--- src/rtl/trunc_arbiter.sv ---
// trunc_arbiter: round-robin burst arbiter sharing one truncation datapath between two DCT passes.
// Build option: define TRUNC_ROUND_EN for round-half-up with positive saturation instead of plain truncation.
module trunc_arbiter #(
  parameter int WIDTH_IN  = 16,
  parameter int WIDTH_OUT = 8,
  parameter int BURST     = 8
) (
  input  logic                 clk,
  input  logic                 reset_n,
  input  logic                 req0_valid,
  input  logic [WIDTH_IN-1:0]  req0_data,
  output logic                 req0_ready,
  input  logic                 req1_valid,
  input  logic [WIDTH_IN-1:0]  req1_data,
  output logic                 req1_ready,
  output logic                 out_valid,
  output logic [WIDTH_OUT-1:0] out_data,
  output logic                 out_src,
  output logic                 out_last,
  input  logic                 out_ready
);

  localparam int SHIFT = WIDTH_IN - WIDTH_OUT;
  localparam int CW    = (BURST > 1) ? $clog2(BURST) : 1;
  localparam logic [CW-1:0] LAST_BEAT = CW'(BURST - 1);

  typedef enum logic [1:0] {IDLE, GRANT0, GRANT1} state_t;

  state_t               state;
  logic [CW-1:0]        count;
  logic                 ptr;
  logic                 out_free;
  logic                 accept0;
  logic                 accept1;
  logic                 accept;
  logic [WIDTH_IN-1:0]  sel_data;
  logic [WIDTH_OUT-1:0] shrunk;

  if (WIDTH_IN <= WIDTH_OUT || BURST < 1) begin : g_param_check
    $error("trunc_arbiter: requires WIDTH_IN > WIDTH_OUT and BURST >= 1");
  end

  // The output slot is free when empty or being drained this cycle.
  assign out_free   = !out_valid || out_ready;
  assign req0_ready = (state == GRANT0) && out_free;
  assign req1_ready = (state == GRANT1) && out_free;
  assign accept0    = req0_valid && req0_ready;
  assign accept1    = req1_valid && req1_ready;
  assign accept     = accept0 || accept1;
  assign sel_data   = (state == GRANT1) ? req1_data : req0_data;

`ifdef TRUNC_ROUND_EN
  localparam logic [WIDTH_IN:0] HALF = {{WIDTH_IN{1'b0}}, 1'b1} << (SHIFT - 1);

  logic [WIDTH_IN:0] rounded;
  logic              unused_round;

  assign rounded      = {sel_data[WIDTH_IN-1], sel_data} + HALF;
  assign unused_round = ^rounded[SHIFT-1:0];

  // Adding the half LSB can only overflow upward; clamp that case to the largest positive code.
  always_comb begin
    shrunk = rounded[WIDTH_IN-1:SHIFT];
    if (!rounded[WIDTH_IN] && rounded[WIDTH_IN-1])
      shrunk = {1'b0, {(WIDTH_OUT-1){1'b1}}};
  end
`else
  logic unused_low;

  assign unused_low = ^sel_data[SHIFT-1:0];
  assign shrunk     = sel_data[WIDTH_IN-1:SHIFT];
`endif

  always_ff @(posedge clk) begin
    if (!reset_n) begin
      state     <= IDLE;
      count     <= '0;
      ptr       <= 1'b0;
      out_valid <= 1'b0;
      out_data  <= '0;
      out_src   <= 1'b0;
      out_last  <= 1'b0;
    end else begin
      case (state)
        IDLE: begin
          if (req0_valid && (!req1_valid || !ptr))
            state <= GRANT0;
          else if (req1_valid)
            state <= GRANT1;
        end
        GRANT0, GRANT1: begin
          if (accept) begin
            if (count == LAST_BEAT) begin
              count <= '0;
              state <= IDLE;
              ptr   <= (state == GRANT0);
            end else begin
              count <= count + CW'(1);
            end
          end
        end
        default: state <= IDLE;
      endcase

      // A new beat overwrites the slot even while the old one drains, keeping 1 sample/cycle.
      if (accept) begin
        out_valid <= 1'b1;
        out_data  <= shrunk;
        out_src   <= (state == GRANT1);
        out_last  <= (count == LAST_BEAT);
      end else if (out_ready) begin
        out_valid <= 1'b0;
      end
    end
  end

endmodule

--- config.mk ---
export PLATFORM = sky130hd
export DESIGN_NAME = trunc_arbiter
export DESIGN_NICKNAME = d
export VERILOG_FILES = /design/src/rtl/trunc_arbiter.sv
export SDC_FILE = /design/constraint.sdc
export NUM_CORES = 1
export LEC_CHECK = 0
export ABC_AREA = 1
export CAP_MARGIN = 30
export CORE_ASPECT_RATIO = 0.9
export CORE_MARGIN = 8
export CORE_UTILIZATION = 36
export CTS_CLUSTER_SIZE = 12
export DETAILED_ROUTE_END_ITERATION = 8
export PLACE_DENSITY = 0.76
export SLEW_MARGIN = 5
export SYNTH_ARGS = -nofsm -noshare
export SYNTH_HDL_FRONTEND = slang
export SYNTH_SLANG_ARGS = --single-unit
--- constraint.sdc ---
create_clock -name clk -period 1.6 [get_ports clk]
set_input_delay 0.48 -clock clk [delete_from_list [all_inputs] [get_ports clk]]
set_output_delay 0.48 -clock clk [all_outputs]
set_load 0.02 [all_outputs]
# Word level (Yosys, flattened, before mapping)
# Index checks and enable logic that the tools add are counted.
# Widths: inputs -> output; s select.
# totals
input_bits,37
wordCells,40
out_inout_bits,13
ff_bits,17
# op_classes
n_reduce_logical,17
n_mux,9
add_sub_neg,1
eq_ne,6
# op_table
operator,n
$mux 16,1
$mux 2,4
$reduce_and 3->1,2
$logic_and 1x1->1,5
$ne 2x2->1 const B,2
$pmux 2 s2,1
$add 3x1->3 const B,1
$eq 3x3->1 const B,1
$logic_not 1->1,3
$logic_or 1x1->1,3
$mux 3,1
$ne 3x3->1 const B,1
$eq 2x1->1 const B,1
$eq 2x2->1 const B,1
$logic_not 2->1,1
$mux 1,2
$reduce_and 2->1,1
$reduce_bool 2->1,1
$reduce_or 2->1,1

# Longest topological paths before layout
# Gate-level depths: netlist of run 1.
# depth
depth_word,7
depth_mapped,8

# Worst setup path before layout of run 1
# OpenSTA, ideal clock, no wires.
# synth_timing
path_kind,register to output
startpoint,register state[0]
endpoint,output req1_ready
path_buffers,1
arrival_time_ps,1247
stages_incl_launch_ff,6
path_slack_ps,-127
cell_sequence,dfxtp_1 -> inv_1 -> ha_1 -> buf_2 -> clkinv_1 -> nor2_1
# synth_via
elab_chain_cells,2
# synth_lines
element,line,text
from (decl),29,state_t state;
from (signal assigned),76,state <= IDLE;
from (signal assigned),87,state <= GRANT0;
from (signal assigned),89,state <= GRANT1;
$eq 2x2->1,46,assign req1_ready = (state == GRANT1) && out_free;
$logic_and 1x1->1,46,
to (decl),15,"output logic req1_ready,"
# Every way passes these cells.

# Worst setup path after layout of run 1
# Same ends and word-level chain as after synthesis.

==> impl_metrics.ini, run 1 <==
[worst_setup_path]
slowest_stage = dfxtp_2
path_max_fanout = 2
required_ns = 1.12
cp_cell_sequence = inv_2, ha_4, clkinv_4, nor2_4, buf_6
crit_type = reg2out
startpoint = state[0]$_SDFFE_PN0P_
worstSetupStartpointType = flop
critPathArrivalTime_ns = 1.12
r2r_cells = 7
rr_endpoint = ptr$_SDFFE_PN0P_
slowest_delay_ns = 0.35
cp-end-kind = output port
r2r-start = state[0]$_SDFFE_PN0P_
rrSetupSlack_ns = 0.11
cp-endpoint = req1_ready

[timing]
min_period_over_period_pct = 99.7
skew_ns = 0.00721
hold_viol = 0
slew_headroom_pct = 84.5
timing.final.ws_setup_ns = 0.00475
rsz0062_at_grt = yes
setup_viol = 0
layout_min_cycle_time_ns = 1.60
tightest_slew_ns = 0.234
clock.fmax_ghz = 0.627
maxSlewViolCount = 0

[cts]
clock-sinks = 17
ctsHtreeMaxLevel = 1
insertion_delay_ns = 0.29
cts_hold_buf = 0
cts_tree = done
clk_pin_slew_worst_paths_ns = 0.11
cts.path.max_buffers = 2
cts_made_buffers = 3
cts_root_buf = clkbuf_4

[power_and_ir_drop]
p_switching_mw = 0.851
power_frac_comb_pct = 57.0
internal_power_mw = 1.12
p_seq_share_pct = 31.2
power_leakage_nw = 0.633
max-vdd-ir-drop_mv = 0.824
switching_share_pct = 43.2
p_total_mw = 1.97
power_density_mw_per_mm2 = 1420
clkPwrFrac_pct = 11.8

[min_path]
holdCritPathClass = reg2reg
hold_start = count[2]$_SDFFE_PN0P_

[logic_synthesis]
yosysTopAreaCellShare_pct = 40.3
muxShareOfSynthArea_pct = 0
synthAdderAreaFrac_pct = 7.41
synth_top_cells_by_area = dfxtp_1 (40%), nand2_1 (14%), ha_1 (7.4%)
seq_area_frac_synth_pct = 40.3
synth_seq_cells = 17
synth_area_um2 = 845
synth-edff-count = 0
syn_area_per_cell_um2 = 7.34
ys_types = 19
yosys.area_share.simple_pct = 28.9
synthArstFlopShare_pct = 0
synthXorXnorAreaFrac_pct = 0
synthFlopType = dfxtp_1
synth_nets = 157
yosysWarnings = 0
synth_top_family_by_area = simple AND/OR/NAND/NOR gates
synthCells = 115
synth_compound_area_share_pct = 14.8
synth_top_cell_by_area = dfxtp_1

[place]
place_ws_ns = -0.695
hpwlAfterDp_um = 1850
gp_congestion = 0.788
io_buffers = 33

[finish]
nets = 205
area_growth_pct = 64.0
n_antenna_cell = 0
layout-drive-gt1-share_pct = 24.1

[drt]
drtIter0Drc = 38
post_drt_via_cell_ratio = 5.04
detail-route-antenna-nets = 0
route.vias.total = 953
drc = 0
wl_per_cell_um = 13.8
drtPass1Iterations = 4
wl_um = 2610

[die]
coreArea_mm2 = 0.00220
dieArea_mm2 = 0.00415
die_y_um = 62.0
io_pins = 50
fp-row-count = 16
initial_core_util_pct = 38.4
die-width_um = 67.1

[status]
status = completed

[global_routing]
grt_max_degree = 24
grt_pass1_vias = 954
grt-ovfl-total = 0
grt_pass1_wl_um = 4070
antenna_found_initial = 0
grt_usage_pct = 12.8

[flow_run]
drv_cap = 0
==> registers in the layout, indices dropped and copies added, names as in the netlist <==
| signal | count |
|---|---|
| out_data | 8 |
| count | 3 |
| state | 2 |
| out_last | 1 |
| out_src | 1 |
| out_valid | 1 |
| ptr | 1 |
==> cell usage in the layout, fill, tap and decap left out <==
cell type        count
ha_2                 1
ha_4                 2
clkinv_4             1
clkdlybuf4s50_1     19
nand3_1              6
ha_1                 2
dfxtp_2              2
nor2_1               6
inv_1                6
nand2_8              1
nand4_1              4
o21ai_0              5
dlygate4sd2_1       12
inv_2                4
clkinv_2             1
dfxtp_1             15
nand3_2              1
o21ai_1              5
nor2_2               1
buf_4               14
nor2_4               1
nand2_1             30
nand3_4              2
clkbuf_4             3
a31oi_1              8
a21oi_1              5
buf_6                2
nand2_4              1
nand2_2              2
==> logic make-up (layout without fill, tap and decap cells) <==
group | Yosys count | after routing
flip-flops | 17 | 17
adder cells (fa/ha/maj) | 5 | 5
AND/OR/NAND/NOR | 54 | 55
buffers and inverters | 16 | 62
AO/OA/AOI/OAI | 23 | 23
==> cells in the mapped netlist (2+ instances only) <==
master / instances
dfxtp_1: 17
clkbuf_1: 2
o21ai_0: 5
o21ai_1: 5
nand3_1: 7
nand3_2: 2
a31oi_1: 8
nand4_1: 4
nand2_1: 31
ha_1: 5
inv_1: 10
a21oi_1: 5
nor2_1: 8
==> power by group through the flow <==
stage                     combinational [mW]  clock (mW)  sequential, mW
final                                   1.12       0.233           0.615
after global routing                    1.23       0.265           0.630
after detailed placement                1.06           0           0.616
after global placement                  1.03           0           0.610
after floorplan                        0.495           0           0.727
after CTS                               1.03       0.240           0.612
==> how the worst min path moves through the flow <==
stage                                       end  slack, ns  cells after the start
final                     count[2]$_SDFFE_PN0P_       0.48                      2
after floorplan                ptr$_SDFFE_PN0P_       0.44                      2
after detailed placement  count[2]$_SDFFE_PN0P_       0.47                      2
after global placement         ptr$_SDFFE_PN0P_       0.46                      2
after global routing      count[1]$_SDFFE_PN0P_       0.49                      2
after CTS                 count[2]$_SDFFE_PN0P_       0.48                      2
==> final cells by class <==
type,instances,area [um2]
timing repair buffer,47,423
inverter,11,46.3
clock buffer,3,22.5
sequential,17,343
tap,27,33.8
clock inverter,1,5.00
fill,214,817
multi-input combinational,83,512
==> critical path, delay by kind of cell, from the launching register on <==
kind	cells	cell delay, ns
fa+ha+maj	1	0.16
buf+inv	3	0.25
flops	1	0.35
simple gates	1	0.07
==> routing by layer <==
metal	vias up	wire [um]	GRT usage [%]	part of all wire, %
met5	-	0	0	0
met4	0	38	6.85	1.5
met3	4	200	6.09	7.7
met2	33	1340	22.5	51
met1	440	1030	12.4	39
li1	476	-	-	-
==> through the flow <==
stage / cells / area (um2) / setup TNS (ns) / hold slack, ns / utilization, %
global placement: 182 / 1280 / -4.01 / 0.456 / 58.0
finish: 189 / 1390 / 0 / 0.477 / 62.9
detailed placement: 182 / 1280 / -4.87 / 0.468 / 58.0
global route: 189 / 1390 / -0.178 / 0.494 / 62.9
floorplan: 115 / 853 / 0 / 0.439 / -
CTS: 188 / 1320 / -0.0438 / 0.483 / 60.0
==> what timing repair did <==
action | CTS | global route
gates cloned | 0 | 1
gates resized for setup | 30 | 12
endpoints found under the setup margin | 13 | 12
setup buffers | 2 | 0
pin swaps | 2 | 5
Power figures use the tool's default switching activity.
==> run 2: changes to the inputs <==
- CORE_UTILIZATION: 36 -> 33
- PLACE_DENSITY: 0.76 -> 0.74
- SLEW_MARGIN: 5 -> unset
- clock period: 1.6 -> 1.3 ns (I/O delays scaled with it)
==> impl_metrics.ini, run 2 (synthesized netlist as in run 1, its figures left out) <==
[power_and_ir_drop]
power_density_mw_per_mm2 = 1800
switching_share_pct = 45.1
clkPwrFrac_pct = 10.1
max-vdd-ir-drop_mv = 1.23
internal_power_mw = 1.61
power_frac_comb_pct = 62.3
power_leakage_nw = 0.720
p_seq_share_pct = 27.6
p_switching_mw = 1.32

[timing]
skew_ns = 0.00379
hold_viol = 0
tightest_slew_ns = 0.226
maxSlewViolCount = 0
timing.final.ws_setup_ns = -0.216
clock.fmax_ghz = 0.660
min_period_over_period_pct = 117
finalSetupTns_ns = -2.79
rsz0062_at_grt = yes
setup_viol = 19
slew_headroom_pct = 85.0
layout_min_cycle_time_ns = 1.52

[finish]
fillCellCount = 173
largest_reg_flops = 8
final_cells = 202
final_cell_mix = nand2_1 (27), buf_4 (20), clkdlybuf4s50_1 (19)
top_register = out_data
seqCellArea_um2 = 347
area_growth_pct = 92.9
layout-drive-gt1-share_pct = 48.3
layout_commonest_cell = nand2_1
nets = 217
multi_input_area_um2 = 676
n_antenna_cell = 0
reg_top3 = out_data (8), count (3), state (2)

[cts]
cts_made_buffers = 3
cts_hold_buf = 0
cts_root_buf = clkbuf_4
cts_tree = done
cts.path.max_buffers = 2
ctsHtreeMaxLevel = 1
clock-sinks = 17
clk_pin_slew_worst_paths_ns = 0.10
insertion_delay_ns = 0.30

[place]
dp_cells = 186
io_buffers = 33
gp_congestion = 0.790
hpwlAfterDp_um = 1860
place_ws_ns = -0.817

[worst_setup_path]
crit_top_cell = inv_2
critPathArrivalTime_ns = 1.13
worstSetupStartpointType = flop
path_max_fanout = 2
slowest_stage = dfxtp_2
crit_family = flip-flops
required_ns = 0.91
crit_buf_inv = 3
crit_type = reg2out
cp_cell_sequence = inv_2, ha_4, inv_2, nor2_2, buf_6
cp-end-kind = output port
slowest_delay_ns = 0.36

[drt]
drtPass1Iterations = 4
route.vias.total = 1026
drtIter0Drc = 46
wl_um = 3030
post_drt_via_cell_ratio = 5.08
wl_per_cell_um = 15.0
detail-route-antenna-nets = 0
drc = 0

[global_routing]
grt-ovfl-total = 0
antenna_found_initial = 0
grt_max_degree = 14
grt_pass1_vias = 1062
grt_pass1_wl_um = 4550
grt_usage_pct = 12.1

[die]
dieArea_mm2 = 0.00444
fp-row-count = 17
coreArea_mm2 = 0.00245
io_pins = 50
initial_core_util_pct = 34.5
die_y_um = 64.0
die-width_um = 69.3

[flow_run]
drv_cap = 0

[min_path]
holdCritPathClass = reg2reg

[status]
violations = negative setup slack
status = complete, but fails checks
==> run 2: final cells by class <==
type / instances / share of cell area [%]
repair buffers: 57 / 30.4
multi-input cells: 85 / 41.5
inverters: 11 / 3.00
clock inverters: 1 / 0.307
clock buffers: 3 / 1.38
flip-flops and latches: 17 / 21.3
well taps: 28 / 2.15
==> run 2: power by group through the flow <==
| stage | Combinational [mW] | Sequential [mW] | Clock [mW] |
|---|---|---|---|
| 2_1_floorplan | 0.634 | 0.894 | 0 |
| 3_3_place_gp | 1.28 | 0.748 | 0 |
| 3_5_place_dp | 1.31 | 0.753 | 0 |
| 4_1_cts | 1.56 | 0.761 | 0.294 |
| 5_1_grt | 1.94 | 0.823 | 0.326 |
| 6_report | 1.82 | 0.807 | 0.297 |
==> run 2: path summary, 6_finish.rpt <==
path              cells past startpoint  slack (ns)                     to                   from
setup / recovery                      5       -0.22             req0_ready  state[1]$_SDFFE_PN0P_
hold / removal                        2        0.49       ptr$_SDFFE_PN0P_       ptr$_SDFFE_PN0P_
setup reg to reg                     10       -0.19  count[2]$_SDFFE_PN0P_  state[0]$_SDFFE_PN0P_
hold reg to reg                       2        0.49       ptr$_SDFFE_PN0P_       ptr$_SDFFE_PN0P_
==> run 2: through the flow <==
step           total power [mW]  instance area (um2)  utilization (%)  hold WS, ns
2_1_floorplan              1.53                  865                -        0.439
3_3_place_gp               2.02                 1300             53.3        0.455
3_5_place_dp               2.07                 1300             53.3        0.459
4_1_cts                    2.61                 1470             60.2        0.475
5_1_grt                    3.09                 1630             66.6        0.491
6_report                   2.93                 1630             66.6        0.486
==> run 2: timing repair <==
action,4_1_cts,5_1_grt
setup buffers,4,6
setup endpoints to repair,30,22
hold endpoints to repair,0,0
pin swaps,4,13
gates cloned,2,1
resized for setup,81,33
==> run 2: per-layer routing <==
layer	wire length (um)	global-route usage [%]
met5	0	0
met4	40	7.16
met3	303	5.86
met2	1490	20.6
met1	1200	11.7
==> run 2: worst min-delay path, delay by kind of cell (launching register included) <==
family             cells  cell delay [ns]
AOI/OAI and AO/OA      1             0.05
DFF                    1             0.33
and+or+nand+nor        1             0.07
